### src/rtl/sign_narrow.sv
// sign_narrow: narrows 32-bit two's-complement values to 17-bit signed
// immediates (inverse of 17->32 sign extension), with wrap or saturate on
// overflow, a one-word stage register feeding a 2-entry output FIFO, and
// overflow statistics on delivered words.
module sign_narrow (
    input  logic        clock,
    input  logic        reset,
    input  logic        in_valid,
    output logic        in_ready,
    input  logic [31:0] in_data,
    input  logic        sat_en,
    output logic        out_valid,
    input  logic        out_ready,
    output logic [16:0] out_data,
    output logic        out_ovf,
    input  logic        clr,
    output logic [7:0]  ovf_count,
    output logic        ovf_sticky
);

    localparam int DATA_W = 32;
    localparam int OUT_W  = 17;

    // A value fits when every bit above the target sign bit copies it.
    function automatic logic fits_out(input logic signed [DATA_W-1:0] v);
        return (&v[DATA_W-1:OUT_W-1]) | ~(|v[DATA_W-1:OUT_W-1]);
    endfunction

    // Narrowed field: pass-through on fit or wrap, clamp to the extreme of
    // the input's sign when saturating.
    function automatic logic signed [OUT_W-1:0] narrow(
        input logic signed [DATA_W-1:0] v,
        input logic                     sat
    );
        if (fits_out(v) || !sat)
            return v[OUT_W-1:0];
        else if (v[DATA_W-1])
            return 17'h10000;
        else
            return 17'h0FFFF;
    endfunction

    logic signed [OUT_W-1:0] data_p1;
    logic                    ovf_p1;
    logic                    vld_p1;

    logic signed [OUT_W-1:0] data_p2 [2];
    logic                    ovf_p2  [2];
    logic [1:0]              cnt_p2;
    logic                    rd_ptr;
    logic                    wr_ptr;

    logic push;
    logic adv;
    logic pop;
    logic full;

    assign full      = (cnt_p2 == 2'd2);
    assign out_valid = (cnt_p2 != 2'd0);
    assign pop       = out_valid & out_ready;
    assign adv       = vld_p1 & (~full | pop);
    assign in_ready  = reset & (~vld_p1 | adv);
    assign push      = in_valid & in_ready;

    assign out_data  = out_valid ? data_p2[rd_ptr] : '0;
    assign out_ovf   = out_valid & ovf_p2[rd_ptr];

    // Stage 1 payload: narrow the accepted word.
    always_ff @(posedge clock) begin
        if (push) begin
            data_p1 <= narrow(in_data, sat_en);
            ovf_p1  <= ~fits_out(in_data);
        end
    end

    // Stage 2 payload: FIFO storage written as stage 1 advances.
    always_ff @(posedge clock) begin
        if (adv) begin
            data_p2[wr_ptr] <= data_p1;
            ovf_p2[wr_ptr]  <= ovf_p1;
        end
    end

    // Control: stage-1 valid, FIFO occupancy and pointers.
    always_ff @(posedge clock or negedge reset) begin
        if (!reset) begin
            vld_p1 <= 1'b0;
            cnt_p2 <= 2'd0;
            rd_ptr <= 1'b0;
            wr_ptr <= 1'b0;
        end else begin
            if (push)
                vld_p1 <= 1'b1;
            else if (adv)
                vld_p1 <= 1'b0;
            cnt_p2 <= cnt_p2 + {1'b0, adv} - {1'b0, pop};
            if (adv)
                wr_ptr <= ~wr_ptr;
            if (pop)
                rd_ptr <= ~rd_ptr;
        end
    end

    // Statistics on delivered overflowed words; clr overrides a same-cycle event.
    always_ff @(posedge clock or negedge reset) begin
        if (!reset) begin
            ovf_count  <= 8'd0;
            ovf_sticky <= 1'b0;
        end else if (clr) begin
            ovf_count  <= 8'd0;
            ovf_sticky <= 1'b0;
        end else if (pop && out_ovf) begin
            ovf_sticky <= 1'b1;
            if (ovf_count != 8'hFF)
                ovf_count <= ovf_count + 8'd1;
        end
    end

endmodule

### config.mk
export PLATFORM = sky130hd
export DESIGN_NAME = sign_narrow
export DESIGN_NICKNAME = d
export VERILOG_FILES = /design/src/rtl/sign_narrow.sv
export SDC_FILE = /design/constraint.sdc
export NUM_CORES = 1
export LEC_CHECK = 0
export BUFFER_PORTS_ARGS = -buffer_cell sky130_fd_sc_hd__buf_2
export CORE_UTILIZATION = 30
export DETAILED_ROUTE_END_ITERATION = 6
export PLACE_DENSITY = 0.56
export RECOVER_POWER = 50
export SLEW_MARGIN = 5
export SYNTH_ARGS = -nofsm -noshare
export SYNTH_HDL_FRONTEND = slang
export SYNTH_SLANG_ARGS = --single-unit
### constraint.sdc
create_clock -name clock -period 2.8 [get_ports clock]
set_clock_uncertainty 0.2 [all_clocks]
set_input_delay 0.84 -clock clock [delete_from_list [all_inputs] [get_ports clock]]
set_output_delay 0.84 -clock clock [all_outputs]
set_load 0.01 [all_outputs]
==> metrics.md <==
| Metric | Value |
|---|---|
| Status | completed |
| Power consumption | 3.025 mW |
| Post-Synthesis Cell Area | 2831 um^2 |
| Crit-path cells | buf_2 -> nor3b_1 -> nand2_1 -> and2_1 -> buf_2 |
| Number of stages on the worst setup path | 5 |
| Top Ports | 67 |
| Switching pwr | 0.9173 mW |
| Critical path arrival | 1.68 ns |
| Via count | 1824 |
| Clock Latency Late Sink | 0.35 ns |
| Number of max-cap violations | 0 |
| GRT overflow | 0 |
| Clock share of power | 29.4% |
| Cells on worst reg2reg path | 5 |
| Fin. Hold Viols | 0 |
| Unrepaired setup endpoints after global routing | no |
| Starting Density | 30.79% |
| Hold EP | data_p2[0][4] |
| Syn nets | 240 |
| Routed WL | 5301 um |
| Share of cells above drive strength 1 | 30.28% |
| Data required time of the critical path | 1.76 ns |
| Worst path top cell family by delay | simple AND/OR/NAND/NOR gates |
| DR iter-0 viols | 34 |
| Slew @ Worst Pin | 0.9781 ns |
| Chip height | 99.15 um |
| Clock sink count | 68 |
| First-pass GRT wire length | 8769 um |
| Maximum vdd drop | 0.0002799 V |
| WS Path Type | primary input to output pin |
| Antenna-violating nets left | 0 |
| Worst Path Max Fanout | 3 |
| DR WL/cell | 13.42 um |
| Pwr Density | 854.3 nW/um^2 |
| Yosys top cell area share | 57.27% |
| Power share of the combinational group | 27.2% |
| Period utilization | 97.24% |
| Synth Register Bits | 68 |
| DRT Pass-1 Iters | 3 |
| IO Port Bufs | 66 |
| P_int | 2.108 mW |
| Synth Instances | 199 |
| Largest net degree at the start of global routing | 19 |
| Hold Path Depth | 0 |
| CP Capture Type | output pin |
| Leading post-synthesis cells by cell area | edfxtp_1 57%, dfrtp_1 12%, mux2i_1 6.7%, a21o_1 4.2%, nor2_1 3.6% |
| Worst Path Buf+Inv | 2 |
| Row count | 35 |
| Die area | 9831 um^2 |
| DRC Markers | 0 |
| Post-layout nets | 320 |
| Initial antenna violation count | 0 |
| Post-Route Utilization | 38.50% |
| Flop2flop setup slack | 0.46 ns |
| Worst r2r src | ovf_count[0] |
| Vias in the first global route | 1866 |
| CTS Hold Bufs | 0 |
| GRT Total Usage | 11.95% |
| Diode count | 0 |
| Yosys warns | 0 |
| # setup viols final | 0 |
| Avg Inst Size Synth | 14.23 um^2 |
| Startpoint Class | primary input |
| CTS Buffer Depth | 2 |
| Area grow syn2layout | 25.06% |
| Area leader, netlist | edfxtp_1 |
| CP most frequent cell | buf_2 |
| Root Driver | clkbuf_8 |
| PostCTS Resize Cnt | 0 |
| HP Start | data_p1[4] |
| Post-DP HPWL | 3660 um |
| H-tree levels | 3 |
| Leak | 1.496 nW |
| Clk pin slew, worst setup/hold paths | 0.07 ns |
| Postcts setup bufs | 0 |
| Sequential share of power | 43.4% |
| Core footprint | 9196 um^2 |
| Hold WC Path Type | register to register |
| Crit path largest cell delay | 0.30 ns |
| Max Slew Vio Count | 0 |
| Sw frac | 30.33% |
| Setup TNS | 0 ns |
| Achievable Freq | 0.3673 GHz |
| Worst R2R End | ovf_count[5] |
| Num CTS Buffers | 9 |
| Worst path slowest cell | nor3b_1 |
| Commonest cells after routing, fill and taps aside | 57 x buf_2, 54 x edfxtp_1, 25 x nor2_1 |
| Slew margin rel. | 34.72% |
| DR vias/cell | 4.618 |
| Commonest non-fill, non-tap cell in the layout | buf_2 |
| Min cycle time layout | 2.723 ns |
| Distinct cells, synth | 32 |
| Die width | 99.15 um |
| Part of the Yosys area used for sequential elements | 69.64% |
| CTS tree | built |
| Final GP Congestion | 0.7465 |
==> state kept, by name (all words and copies together), names as in the netlist <==
name        cells
wr_ptr          1
data_p2        34
ovf_p2          2
ovf_sticky      1
data_p1        17
cnt_p2          2
ovf_count       8
rd_ptr          1
vld_p1          1
ovf_p1          1
==> Yosys cell counts, drive strengths merged <==
library cell	number
mux2i	19
nand2b	1
o31ai	3
or3	3
nand3	3
or4	3
clkbuf	1
a21oi	7
and3	2
and2	1
nor3b	1
nand4	4
a311o	1
xnor2	4
buf	7
and4	1
nand2	6
nor4b	1
o21ai	4
xor2	1
inv	5
dfrtp	14
edfxtp	54
nor2	27
or3b	1
a21o	16
mux2	1
nor4	5
ha	3
==> per-layer routing <==
metal	part of all wire, %	track usage [%]
met4	2.4	6.787
met1	44	13.55
met3	4.8	3.654
met2	49	20.12
met5	0	0
==> power by group through the flow <==
stage	Sequential (mW)	Combinational (mW)	Clock, mW
2_1_floorplan	1.32	0.534	0
3_3_place_gp	1.33	0.847	0
3_5_place_dp	1.34	0.852	0
4_1_cts	1.32	0.857	0.911
5_1_grt	1.33	0.925	0.949
6_report	1.31	0.822	0.888
==> cells by family after synthesis <==
logic type                 Yosys count  share of synthesized area (%)
muxes                               20                          7.114
DFF                                 68                          69.64
buffers and inverters               13                          2.386
and+or+nand+nor                     59                          10.65
xor gates and xnor gates             5                          1.547
adders and majority gates            3                          1.326
AOI/OAI and AO/OA                   31                          7.335
==> stage by stage <==
step | worst slack [ns] | hold slack (ns) | instances | area [um^2]
global route | 0.02127 | 0.2581 | 395 | 3541
global placement | 0.05879 | 0.2241 | 379 | 3343
floorplan | 0.3257 | 0.2215 | 199 | 2831
CTS | 0.08411 | 0.2232 | 395 | 3566
finish | 0.07733 | 0.2467 | 395 | 3541
detailed placement | 0.09251 | 0.2313 | 379 | 3343
==> layout make-up <==
| type | instances | area (um^2) |
|---|---|---|
| Timing Repair Buffer | 77 | 391.6 |
| Tap cell | 111 | 138.9 |
| Inverter | 5 | 18.77 |
| Clock inverter | 7 | 98.84 |
| Fill cell | 942 | 5655 |
| Multi-Input combinational cell | 118 | 797.0 |
| Sequential cell | 68 | 1972 |
| Clock buffer | 9 | 123.9 |
==> worst max path at each step <==
stage / startpoint / end / slack, ns
3_5_place_dp: out_ready / in_ready / 0.09
6_report: out_ready / in_ready / 0.08
5_1_grt: out_ready / in_ready / 0.02
2_1_floorplan: out_ready / data_p2[1][0] / 0.33
3_3_place_gp: out_ready / in_ready / 0.06
4_1_cts: out_ready / in_ready / 0.08
Power figures use the tool's default switching activity.
